`src/rtl/common.sv`:
```
// common: shared pipeline types; wrd_size_t encodes the load/store access width.
package common;
  typedef enum logic [1:0] {BYTE = 2'd0, HALF = 2'd1, WORD = 2'd2} wrd_size_t;
endpackage

```
`src/rtl/dmem_access_ctrl.sv`:
```
// dmem_access_ctrl: DM-stage load/store responder on a ready/valid memory bus with lane alignment and extension.
// Define DMEM_WBUF_EN for a 1-entry posted store buffer.
module dmem_access_ctrl
  import common::*;
#(
  parameter int unsigned TIMEOUT_CYC = 255
) (
  input  logic        clk,
  input  logic        rst_n,
  input  logic        dm_re_i,
  input  logic        dm_we_i,
  input  logic [31:0] addr_i,
  input  logic [31:0] wdata_i,
  input  wrd_size_t   word_size_i,
  input  logic        sign_i,
  output logic        mem_req_o,
  output logic        mem_we_o,
  output logic [31:0] mem_addr_o,
  output logic [3:0]  mem_be_o,
  output logic [31:0] mem_wdata_o,
  input  logic        mem_gnt_i,
  input  logic        mem_rvalid_i,
  input  logic [31:0] mem_rdata_i,
  output logic        stall_o,
  output logic [31:0] rdata_o,
  output logic        rdata_vld_o,
  output logic        misalign_o,
  output logic        bus_err_o
);
`ifdef DMEM_WBUF_EN
  localparam bit WBUF = 1'b1;
`else
  localparam bit WBUF = 1'b0;
`endif
  typedef enum logic [1:0] {IDLE, REQ, WAIT, DONE} state_t;
  state_t     state;
  logic [15:0] cnt;
  logic       sgn, posted;
  logic [1:0] lane;
  wrd_size_t  size;
  logic       req, mis, acc, abort;
  logic [3:0] be;
  logic [31:0] wd, sh, ext;
  assign req = dm_we_i | dm_re_i;
  assign mis = (word_size_i == HALF && addr_i[0]) || (word_size_i == WORD && addr_i[1:0] != 2'b00);
  assign acc = req & !mis;
  assign abort = ((state == REQ && !mem_gnt_i) || (state == WAIT && !mem_rvalid_i)) && cnt == 16'(TIMEOUT_CYC - 1);
  // A posted store drains in REQ without holding the pipeline unless a new request must wait behind it.
  assign stall_o = rst_n & (state == IDLE ? acc & !(WBUF && dm_we_i) : state == DONE ? 1'b0 : posted ? req : 1'b1);
  always_comb begin
    be  = word_size_i == BYTE ? 4'b0001 << addr_i[1:0] : word_size_i == HALF ? (addr_i[1] ? 4'b1100 : 4'b0011) : 4'hf;
    wd  = word_size_i == BYTE ? {4{wdata_i[7:0]}} : word_size_i == HALF ? {2{wdata_i[15:0]}} : wdata_i;
    sh  = mem_rdata_i >> {lane, 3'b000};
    ext = size == BYTE ? {{24{sgn & sh[7]}}, sh[7:0]} : size == HALF ? {{16{sgn & sh[15]}}, sh[15:0]} : sh;
  end
  always_ff @(posedge clk or negedge rst_n) begin
    if (!rst_n) begin
      state       <= IDLE;
      cnt         <= '0;
      sgn         <= 1'b0;
      posted      <= 1'b0;
      lane        <= 2'b00;
      size        <= BYTE;
      mem_req_o   <= 1'b0;
      mem_we_o    <= 1'b0;
      mem_addr_o  <= '0;
      mem_be_o    <= '0;
      mem_wdata_o <= '0;
      rdata_o     <= '0;
      rdata_vld_o <= 1'b0;
      misalign_o  <= 1'b0;
      bus_err_o   <= 1'b0;
    end else begin
      rdata_vld_o <= 1'b0;
      misalign_o  <= 1'b0;
      bus_err_o   <= 1'b0;
      if (abort) begin
        bus_err_o <= 1'b1;
        mem_req_o <= 1'b0;
        rdata_o   <= '0;
        posted    <= 1'b0;
        state     <= posted ? IDLE : DONE;
      end else begin
        case (state)
          IDLE: begin
            if (req && mis) misalign_o <= 1'b1;
            if (acc) begin
              state       <= REQ;
              cnt         <= '0;
              mem_req_o   <= 1'b1;
              mem_we_o    <= dm_we_i;
              mem_addr_o  <= {addr_i[31:2], 2'b00};
              mem_be_o    <= be;
              mem_wdata_o <= wd;
              size        <= word_size_i;
              sgn         <= sign_i;
              lane        <= addr_i[1:0];
              posted      <= WBUF && dm_we_i;
            end
          end
          REQ: begin
            cnt <= cnt + 16'd1;
            if (mem_gnt_i) begin
              mem_req_o <= 1'b0;
              posted    <= 1'b0;
              state     <= posted ? IDLE : (mem_we_o ? DONE : WAIT);
            end
          end
          WAIT: begin
            cnt <= cnt + 16'd1;
            if (mem_rvalid_i) begin
              rdata_o     <= ext;
              rdata_vld_o <= 1'b1;
              state       <= DONE;
            end
          end
          DONE: state <= IDLE;
        endcase
      end
    end
  end
endmodule
```
`config.mk`:
```
export PLATFORM = sky130hd
export DESIGN_NAME = dmem_access_ctrl
export DESIGN_NICKNAME = d
export VERILOG_FILES = /design/src/rtl/common.sv /design/src/rtl/dmem_access_ctrl.sv
export SDC_FILE = /design/constraint.sdc
export NUM_CORES = 1
export LEC_CHECK = 0
export CAP_MARGIN = 20
export CORE_ASPECT_RATIO = 1.1
export CORE_MARGIN = 10
export CORE_UTILIZATION = 47
export CTS_CLUSTER_DIAMETER = 80
export CTS_CLUSTER_SIZE = 28
export DETAILED_ROUTE_END_ITERATION = 7
export PLACE_DENSITY = 0.8
export SLEW_MARGIN = 5
export SYNTH_ARGS = -nofsm -noshare
export SYNTH_HDL_FRONTEND = slang
export SYNTH_SLANG_ARGS = --single-unit
```
`constraint.sdc`:
```
create_clock -name clk -period 2.6 [get_ports clk]
set_input_delay 0.26 -clock clk [delete_from_list [all_inputs] [get_ports clk]]
set_output_delay 0.26 -clock clk [all_outputs]
set_load 0.05 [all_outputs]
```
# After elaboration in Yosys (flattened, before gate mapping)
# Cells that the tools add are included.
dict set report word_totals {
  register_bits 127
  inputBits 105
  output_inout_bits 106
  word_cells 97
}
dict set report classes {
  n_addsub 1
  bitwise 6
  eq_ne 11
  n_reduce_logical 25
  shifts 2
  mux 37
}
# cell n
set ops {}
lappend ops {{$mux 32} 7}
lappend ops {{$pmux 16 s2} 1}
lappend ops {{$shr 32x5->32} 1}
lappend ops {{$add 16x1->16 const B} 1}
lappend ops {{$eq 16x8->1 const B} 1}
lappend ops {{$mux 1} 16}
lappend ops {{$mux 16} 1}
lappend ops {{$mux 2} 6}
lappend ops {{$mux 4} 3}
lappend ops {{$reduce_and 3->1} 4}
lappend ops {{$ne 3x3->1 const B} 3}
lappend ops {{$pmux 2 s4} 1}
lappend ops {{$reduce_bool 2->1} 4}
lappend ops {{$eq 2x1->1 const B} 3}
lappend ops {{$eq 2x2->1 const B} 3}
lappend ops {{$logic_and 1x1->1} 6}
lappend ops {{$logic_not 2->1} 3}
lappend ops {{$and 1x1->1} 4}
lappend ops {{$pmux 1 s2} 2}
lappend ops {{$shl 1x2->4 const A} 1}
lappend ops {{$logic_not 1->1} 3}
lappend ops {{$reduce_bool 3->1} 1}
lappend ops {{$logic_or 1x1->1} 2}
lappend ops {{$ne 2x2->1 const B} 1}
lappend ops {{other kinds (4)} 4}

# Logic depth before layout (Yosys ltp)
# Gate-level depths: netlist of run 1.
dict set report logic_depth {
  depth_word 8
  mapped_depth 9
  depth_no_buf 7
}

# Worst setup path before layout of run 1
# No wires, ideal clock.
dict set report synth_path {
  path_type {flip-flop to flip-flop}
  from {register state[0]}
  to {register lane[1]}
  synth_period_minus_slack_ns 2.164
  slack_ns 0.436
  t_required_ns 2.475
  path_buffers 2
  setup_time_ns 0.125
  stages_incl_launch_ff 9
  arrival_ns 2.039
  path_cell_list {dfrtp_1 inv_1 ha_1 o21ai_1 a211oi_4 nor2b_4 buf_12 buf_12 mux2_4}
}
dict set report synth_between {
  elab_chain_len 6
  elab_cells_between_ends 9
  cone_classes {eq/ne (2); bitwise (1); reduce/logical (6)}
}
# element line_no
set synth_rtl {}
lappend synth_rtl {{from (decl)} dmem_access_ctrl.sv:36} ;# state_t state;
lappend synth_rtl {{from (signal assigned)} dmem_access_ctrl.sv:82} ;# state <= posted ? IDLE : DONE;
lappend synth_rtl {{from (signal assigned)} dmem_access_ctrl.sv:106} ;# state <= posted ? IDLE : (mem_we_o ? DONE : WAIT);
lappend synth_rtl {{$eq 2x1->1 / $eq 2x2->1 (equally long branches)} dmem_access_ctrl.sv:47} ;# assign abort = ((state == REQ && !mem_gnt_i) || (state == WAIT && !mem_rvalid_i)) && cnt == 16'(TIMEOUT_CYC - ...
lappend synth_rtl {{$logic_and 1x1->1} dmem_access_ctrl.sv:47}
lappend synth_rtl {{$logic_or 1x1->1} dmem_access_ctrl.sv:47}
lappend synth_rtl {{$logic_and 1x1->1} dmem_access_ctrl.sv:47}
lappend synth_rtl {{$not 1->1 (no line)} n/a}
lappend synth_rtl {{$reduce_and 3->1 (no line) (*)} n/a}
lappend synth_rtl {{to (signal assigned)} dmem_access_ctrl.sv:97} ;# lane <= addr_i[1:0];
lappend synth_rtl {{to (decl)} dmem_access_ctrl.sv:39} ;# logic [1:0] lane;
# Mark *: on every way between the ends. The rest lies on a longest branch, timed or not.
# A chain may end at the register's enable or synchronous reset.

# Final worst setup path of run 1
dict set report layout_path {
  from {register state[0]}
  to {output port stall_o}
}
dict set report layout_between {
  elab_chain_len 4
  elab_cells_between_ends 5
  cone_classes {eq/ne (1); mux (2); bitwise (1); reduce/logical (1)}
}
# element line_no
set layout_rtl {}
lappend layout_rtl {{$eq 2x2->1} dmem_access_ctrl.sv:49} ;# assign stall_o = rst_n & (state == IDLE ? acc & !(WBUF && dm_we_i) : state == DONE ? 1'b0 : posted ? req : 1'b ...
lappend layout_rtl {{$mux 1} dmem_access_ctrl.sv:49}
lappend layout_rtl {{$mux 1 (*)} dmem_access_ctrl.sv:49}
lappend layout_rtl {{$and 1x1->1 (*)} dmem_access_ctrl.sv:49}
lappend layout_rtl {{to (decl)} dmem_access_ctrl.sv:24} ;# output logic stall_o,
# Marks and branches as above.

==> summary.json, run 1 <==
{
  "route.detailed.vias_per_inst": {"value": 5.48},
  "antenna_found_initial": {"value": 1},
  "clock_path_buffers": {"value": 2},
  "postLayoutCellArea": {"value": 0.00960, "unit": "mm^2"},
  "final_cell_count_no_fill": {"value": 1000},
  "final_net_count": {"value": 906},
  "globalplace.congestion": {"value": 0.894},
  "wl_per_cell": {"value": 20.2, "unit": "um"},
  "totalNegativeSetupSlack": {"value": 0, "unit": "ns"},
  "vias": {"value": 5478},
  "netSwitchingFraction": {"value": 46.3, "unit": "%"},
  "totalPowerFinal": {"value": 13.7, "unit": "mW"},
  "hold_ws": {"value": 0.356, "unit": "ns"},
  "critical_path.max_fanout": {"value": 8},
  "min_path_type": {"value": "input pin to asynchronous set/reset pin"},
  "delay_of_the_slowest_cell_on_the_worst_path": {"value": 0.44, "unit": "ns"},
  "dieArea": {"value": 0.0197, "unit": "mm^2"},
  "sequence_of_cells_on_the_critical_path": {"value": "inv_1, ha_1, o21ai_2, a211oi_4, buf_4, o21a_1, buf_12"},
  "drt_first_pass_iters": {"value": 5},
  "crit_arrival": {"value": 2.20, "unit": "ns"},
  "synth_cells": {"value": 587},
  "synth_unique_cells": {"value": 59},
  "worst-setup-path-type": {"value": "flop to output port"},
  "data_required_time_of_the_critical_path": {"value": 2.34, "unit": "ns"},
  "sequentialPowerShare": {"value": 25.3, "unit": "%"},
  "ys_top_cells_by_area": {"value": "dfrtp_1 (46%), mux2_4 (15%), mux2i_1 (3.8%)"},
  "finalMaxSlewViolations": {"value": 0},
  "worst_setup_timing_slack_at_the_placement_stage": {"value": 0.0211, "unit": "ns"},
  "total_wire_length": {"value": 20.2, "unit": "mm"},
  "cp-end-kind": {"value": "output port"},
  "cts_tree": {"value": "yes"},
  "worst_pin_slew": {"value": 0.639, "unit": "ns"},
  "maxClockFrequency": {"value": 0.407, "unit": "GHz"},
  "clockPowerShare": {"value": 17.4, "unit": "%"},
  "internal_power": {"value": 7.35, "unit": "mW"},
  "utilization": {"value": 67.2, "unit": "%"},
  "numPortBuffers": {"value": 208},
  "timing.final.hold_violations": {"value": 0},
  "grt_setup_unrepaired": {"value": "false"},
  "finClkSkew": {"value": 0.0101, "unit": "ns"},
  "synth_to_final_area_change": {"value": 41.3, "unit": "%"},
  "pwr_density_cell": {"value": 1430, "unit": "mW/mm^2"},
  "yosys.area.top_type_share": {"value": 46.4, "unit": "%"},
  "hpwlAfterDp": {"value": 15.2, "unit": "mm"},
  "number_of_warning_messages_in_the_yosys_log": {"value": 0},
  "postSynthAreaPerCell": {"value": 11.6, "unit": "um^2"},
  "grt_start_max_net_pins": {"value": 49},
  "ctsHtreeMaxLevel": {"value": 4},
  "synth_enable_flop_cells": {"value": 0},
  "period_minus_slack": {"value": 2.46, "unit": "ns"},
  "clock_sinks": {"value": 126},
  "grt_pass1_wl": {"value": 32.1, "unit": "mm"},
  "dpl-instance-area": {"value": 0.00898, "unit": "mm^2"},
  "start_util": {"value": 47.6, "unit": "%"},
  "ir_drop": {"value": 0.964, "unit": "mV"},
  "grt_overflow_total": {"value": 0},
  "numCtsBuffers": {"value": 17},
  "detailedRoute.firstIterationViolations": {"value": 375},
  "dominantRegCellSynth": {"value": "dfrtp_1"},
  "status": {"value": "finished clean"},
  "clk_transition_reported_paths": {"value": 0.06, "unit": "ns"},
  "worst_rel_slew_slack": {"value": 57.4, "unit": "%"},
  "ys_seq_area_share": {"value": 46.4, "unit": "%"},
  "grt_use_total": {"value": 20.5, "unit": "%"},
  "drt.antenna.violating_nets": {"value": 0},
  "first_global_vias": {"value": 5852},
  "place_inst": {"value": 966},
  "setup.worst_path.start_class": {"value": "flop"},
  "synth.cell_area": {"value": 0.00679, "unit": "mm^2"},
  "post-route-worst-setup-slack": {"value": 0.142, "unit": "ns"},
  "clock_latency_late_sink": {"value": 0.42, "unit": "ns"},
  "async_reset_ff_share": {"value": 100, "unit": "%"},
  "number_of_failing_setup_endpoints_in_the_final_timing_report": {"value": 0},
  "cellLeakagePower": {"value": 4.14, "unit": "nW"},
  "synth_largest_area_cell": {"value": "dfrtp_1"},
  "core_area": {"value": 0.0143, "unit": "mm^2"},
  "io-pin-count": {"value": 211},
  "num_rows": {"value": 46},
  "die_width": {"value": 135, "unit": "um"},
  "net-switching-power": {"value": 6.35, "unit": "mW"},
  "fraction_of_layout_instances_using_a_drive_strength_above_1": {"value": 19.3, "unit": "%"},
  "postSynthRegisterBits": {"value": 126},
  "die_h": {"value": 146, "unit": "um"},
  "drcViolationCount": {"value": 0},
  "fin_crit_sh": {"value": 94.5, "unit": "%"},
  "cts_root_buffer": {"value": "clkbuf_16"},
  "maxCapViolations": {"value": 0},
  "fill_cells": {"value": 1049},
  "crit_path_top_delay_cell": {"value": "dfrtp_1"},
  "comb_power_share": {"value": 57.3, "unit": "%"}
}
synth_stat cells (4+ instances only):
| cell type | n |
|---|---|
| dfrtp_1 | 126 |
| mux2_4 | 68 |
| nor2_1 | 55 |
| a21oi_1 | 44 |
| nand2_1 | 29 |
| o21ai_0 | 29 |
| mux2i_1 | 26 |
| clkbuf_1 | 18 |
| mux2_2 | 18 |
| a22oi_1 | 16 |
| a211oi_1 | 14 |
| inv_1 | 11 |
| buf_2 | 10 |
| nand3_1 | 9 |
| buf_12 | 8 |
| nor2b_1 | 8 |
| nor3_1 | 8 |
| o31ai_1 | 8 |
| ha_1 | 7 |
| xor2_1 | 7 |
| or4_1 | 6 |
| o2111ai_1 | 5 |
| buf_4 | 4 |
logic make-up (layout without fill, tap and decap cells):
group,count (synthesis),count (layout),synth area share [%]
muxes,113,113,22.2
DFF,126,126,46.4
xor gates and xnor gates,8,8,1.03
AOI/OAI and AO/OA,137,137,13.1
other,1,3,0.0552
buffers and inverters,55,274,5.60
and+or+nand+nor,140,140,10.3
adders and majority gates,7,7,1.29
worst paths after layout:
| path | from | end | slack [ns] | cells past startpoint |
|---|---|---|---|---|
| max | state[0] | stall_o | 0.14 | 7 |
| min | rst_n | rdata_o[11] | 0.36 | 2 |
| max reg2reg | state[1] | mem_addr_o[19] | 0.21 | 8 |
| min reg2reg | mem_addr_o[6] | mem_addr_o[6] | 0.51 | 1 |
| max in group asynchronous | rst_n | cnt[14] | 1.23 | 3 |
| min in group clk | addr_i[24] | mem_addr_o[24] | 0.45 | 2 |
layer usage:
layer | GRT usage (%) | vias to the layer above | wire length, um
met5 | 0 | - | 0
met4 | 6.81 | 0 | 340
met3 | 9.85 | 25 | 2000
met2 | 32.9 | 229 | 9820
met1 | 23.5 | 2687 | 8090
li1 | - | 2537 | -
power groups by stage:
stage          Combinational [mW]  Sequential (mW)  Clock, mW
6_report                     7.85             3.46       2.39
5_1_grt                      8.25             3.57       2.52
4_1_cts                      7.87             3.46       2.43
3_5_place_dp                 7.83             3.46          0
3_3_place_gp                 7.68             3.44          0
2_1_floorplan                2.94             5.91          0
worst max-delay path, delay by kind of cell (launching register included):
kind            cells  cell delay, ns
compound gates      3            0.61
fa+ha+maj           1            0.27
buf+inv             3            0.48
flops               1            0.44
state kept, by name, summed over array words and instances (netlist names), 2 cells and up:
signal / cells
cnt: 16
lane: 2
mem_addr_o: 30
mem_be_o: 4
mem_wdata_o: 32
rdata_o: 32
size: 2
state: 2
layout by cell type, fill, tap and decap left out, types with 4 or more instances in the layout:
cell / n
nor2b_1: 8
mux2_2: 18
a211oi_1: 14
buf_4: 21
inv_1: 11
a22oi_1: 16
mux2_4: 68
clkinv_4: 4
nor2_1: 55
inv_6: 4
xor2_1: 7
nand3_1: 9
mux2i_1: 26
o2111ai_1: 5
o21ai_0: 29
clkdlybuf4s50_1: 206
nor3_1: 8
ha_1: 7
a21oi_1: 44
o31ai_1: 8
or4_1: 6
nand2_1: 29
dfrtp_1: 126
clkbuf_16: 17
timing repair:
action,in CTS,in global routing
resized for setup,0,3
endpoints found under the hold margin,31,0
setup endpoints to repair,0,26
buffers inserted,0,0
hold buffers,1,0
layout make-up:
type | instances | area (um^2) | area share [%]
Inverter | 11 | 41.3 | 0.430
Timing Repair Buffer | 231 | 2290 | 23.9
Clock buffer | 18 | 439 | 4.58
Multi-Input combinational cell | 407 | 3270 | 34.1
Tap cell | 192 | 240 | 2.50
Antenna cell | 1 | 2.50 | 0.0261
Clock inverter | 14 | 158 | 1.64
Sequential cell | 126 | 3150 | 32.9
(Power assumes the default switching activity.)
==> run 2: changes to the inputs <==
RECOVER_POWER = 25   (was unset)
REMOVE_ABC_BUFFERS = 1   (was unset)
SKIP_LAST_GASP = 1   (was unset)
==> summary.json, run 2 (synthesis gave the netlist of run 1 again) <==
{
  "worst_r2r_startpoint": {"value": "state[0]"},
  "cellLeakagePower": {"value": 4.10, "unit": "nW", "change": "-1.0%"},
  "post-route-worst-setup-slack": {"value": 0.159, "unit": "ns", "change": "+0.0168 ns"},
  "maxCapViolations": {"value": 1, "change": "+1"},
  "worst_pin_slew": {"value": 1.68, "unit": "ns", "change": "+1.04 ns"},
  "grt_start_max_net_pins": {"value": 127, "change": "+160%"},
  "delay_of_the_slowest_cell_on_the_worst_path": {"value": 0.43, "unit": "ns", "change": "about the same"},
  "worst-r2r-setup-slack": {"value": 0.21, "unit": "ns", "change": "about the same"},
  "core_area": {"value": 0.0143, "unit": "mm^2", "change": "unchanged"},
  "worst_setup_timing_slack_at_the_placement_stage": {"value": 0.152, "unit": "ns", "change": "+0.131 ns"},
  "drt_first_pass_iters": {"value": 5, "change": "unchanged"},
  "vias": {"value": 5409, "change": "-1.3%"},
  "clk_transition_reported_paths": {"value": 0.06, "unit": "ns", "change": "about the same"},
  "ctsHtreeMaxLevel": {"value": 4, "change": "unchanged"},
  "crit_arrival": {"value": 2.18, "unit": "ns", "change": "-0.02 ns"},
  "timing.final.hold_violations": {"value": 0, "change": "unchanged"},
  "cts.hold.buffers_added": {"value": 0, "change": "-1"},
  "maxClockFrequency": {"value": 0.410, "unit": "GHz", "change": "+0.69%"},
  "fin_crit_sh": {"value": 93.9, "unit": "%", "change": "-0.65 points"},
  "period_minus_slack": {"value": 2.44, "unit": "ns", "change": "-0.0168 ns"},
  "worst-setup-path-type": {"value": "flop to output port"},
  "cts_tree": {"value": "yes"},
  "synth_to_final_area_change": {"value": 40.0, "unit": "%"},
  "clock_latency_late_sink": {"value": 0.41, "unit": "ns", "change": "about the same"},
  "number_of_failing_setup_endpoints_in_the_final_timing_report": {"value": 0, "change": "unchanged"},
  "worst_setup_path_startpoint": {"value": "state[0]"},
  "drt.antenna.violating_nets": {"value": 0, "change": "unchanged"},
  "final_net_count": {"value": 902, "change": "-0.44%"},
  "drcViolationCount": {"value": 0, "change": "unchanged"},
  "totalNegativeSetupSlack": {"value": 0, "unit": "ns", "change": "unchanged"},
  "fill_cells": {"value": 1124, "change": "+7.1%"},
  "start_util": {"value": 47.6, "unit": "%", "change": "unchanged"},
  "grt_pass1_wl": {"value": 31.6, "unit": "mm", "change": "-1.4%"},
  "worstPathBufferInverterCount": {"value": 3, "change": "unchanged"},
  "status": {"value": "finished with violations"},
  "violated_checks": {"value": "capacitance limit, slew limit"},
  "place_inst": {"value": 963, "change": "-0.31%"},
  "antenna_found_initial": {"value": 0, "change": "-1"},
  "route.detailed.vias_per_inst": {"value": 5.44, "change": "-0.66%"},
  "num_rows": {"value": 46, "change": "unchanged"},
  "pwr_density_cell": {"value": 1420, "unit": "mW/mm^2", "change": "-0.19%"},
  "worst_rel_slew_slack": {"value": -11.8, "unit": "%", "change": "-69 points"},
  "dpl-instance-area": {"value": 0.00896, "unit": "mm^2", "change": "-0.24%"},
  "largest_registers": {"value": "mem_wdata_o (32), rdata_o (32), mem_addr_o (30)"},
  "sequence_of_cells_on_the_critical_path": {"value": "inv_1, ha_2, o21ai_1, a211oi_4, buf_4, o21a_1, buf_12"},
  "critical_path.max_fanout": {"value": 8, "change": "unchanged"},
  "numCtsBuffers": {"value": 17, "change": "unchanged"},
  "finClkSkew": {"value": 0.0117, "unit": "ns", "change": "+0.00154 ns"},
  "io-pin-count": {"value": 211, "change": "unchanged"},
  "fraction_of_layout_instances_using_a_drive_strength_above_1": {"value": 18.5, "unit": "%", "change": "-0.88 points"},
  "postLayoutCellArea": {"value": 0.00951, "unit": "mm^2", "change": "-0.94%"},
  "die_h": {"value": 146, "unit": "um", "change": "unchanged"},
  "total_wire_length": {"value": 19.5, "unit": "mm", "change": "-3.9%"},
  "cts_root_buffer": {"value": "clkbuf_16"},
  "numPortBuffers": {"value": 208, "change": "unchanged"},
  "data_required_time_of_the_critical_path": {"value": 2.34, "unit": "ns", "change": "about the same"},
  "worst_path_dominant_cell_family": {"value": "compound AO/OA/AOI/OAI gates"},
  "crit_path_top_delay_cell": {"value": "dfrtp_1"},
  "crit_cells": {"value": 7, "change": "unchanged"},
  "setup.worst_path.start_class": {"value": "flop"},
  "wl_per_cell": {"value": 19.6, "unit": "um", "change": "-3.3%"},
  "grt_setup_unrepaired": {"value": "false"},
  "totalPowerFinal": {"value": 13.5, "unit": "mW", "change": "-1.1%"},
  "die_width": {"value": 135, "unit": "um", "change": "unchanged"},
  "first_global_vias": {"value": 5962, "change": "+1.9%"},
  "setup.worst_path.end": {"value": "stall_o"},
  "hpwlAfterDp": {"value": 14.3, "unit": "mm", "change": "-5.9%"},
  "globalplace.congestion": {"value": 0.917, "change": "+2.7%"},
  "min_path_type": {"value": "input pin to flop"},
  "diodes": {"value": 0, "change": "-1"},
  "final_cell_count_no_fill": {"value": 994, "change": "-0.60%"},
  "grt_use_total": {"value": 19.8, "unit": "%", "change": "-0.73 points"},
  "grt_overflow_total": {"value": 0, "change": "unchanged"},
  "clock_path_buffers": {"value": 2, "change": "unchanged"},
  "layout.cells.most_common": {"value": "clkdlybuf4s50_1"},
  "cp-end-kind": {"value": "output port"},
  "finalMaxSlewViolations": {"value": 127, "change": "+127"},
  "most_frequent_cells_in_the_layout": {"value": "clkdlybuf4s50_1 (206), dfrtp_1 (126), mux2_4 (68), nor2_1 (55), a21oi_1 (44)"},
  "ir_drop": {"value": 1.07, "unit": "mV", "change": "+11%"},
  "dieArea": {"value": 0.0197, "unit": "mm^2", "change": "unchanged"},
  "reg2regPathDepth": {"value": 7, "change": "-1"},
  "rr_endpoint": {"value": "cnt[8]"},
  "detailedRoute.firstIterationViolations": {"value": 474, "change": "+26%"},
  "clock_sinks": {"value": 126, "change": "unchanged"}
}
run 2: cell types whose count changed in the layout (fill, tap and decap cells not counted), moves of 2 or more:
cell	change
clkinv_4	-3
clkbuf_1	+4
inv_6	-3
buf_4	-4
clkinv_2	+2
run 2: area by class of cell:
type | instances | area (um^2) | area share (%)
multi-input cells | 407 | 3270 | 34.4
flip-flops and latches | 126 | 3150 | 33.2
repair buffers | 227 | 2240 | 23.6
clock buffers | 21 | 450 | 4.74
well taps | 192 | 240 | 2.53
clock inverters | 10 | 115 | 1.21
inverters | 11 | 41.3 | 0.434
run 2: per-layer routing:
layer / up-vias / part of all wire [%] / global-route usage [%]
met5: - / 0 / 0
met4: 0 / 1.7 / 6.75
met3: 24 / 8.7 / 7.96
met2: 224 / 51 / 33.0
met1: 2644 / 39 / 22.4
li1: 2517 / - / -
run 2: timing repair:
action / in CTS / in global routing
setup endpoints to repair: 0 / 1
gates resized for setup: 0 / 1
setup buffers: 0 / 0
run 2: worst min-delay path by stage:
stage	to	slack (ns)	startpoint	depth (start not counted)
3_3_place_gp	mem_wdata_o[27]	0.44	rst_n	2
3_5_place_dp	mem_wdata_o[4]	0.45	rst_n	2
4_1_cts	mem_wdata_o[23]	0.01	rst_n	2
6_report	mem_addr_o[20]	0.46	addr_i[20]	2
5_1_grt	mem_addr_o[21]	0.45	addr_i[21]	2
2_1_floorplan	bus_err_o	-0.04	rst_n	0
run 2: per-stage QoR:
| stage | util (%) | hold WS, ns |
|---|---|---|
| 3_5_place_dp | 62.7 | 0.451 |
| 2_1_floorplan | - | -0.0356 |
| 5_1_grt | 66.6 | 0.454 |
| 3_3_place_gp | 62.7 | 0.439 |
| 6_report | 66.6 | 0.459 |
| 4_1_cts | 66.7 | 0.00968 |
run 2: power by group:
group          internal (mW)  switching [mW]
Combinational           3.07            4.74
Clock                   1.43           0.850
Sequential              2.82           0.635
==> run 3: changes to the inputs <==
TNS_END_PERCENT = 100   (was unset)
==> results of run 3 <==
Final layout, timing and power as in run 2 (identical DEF).
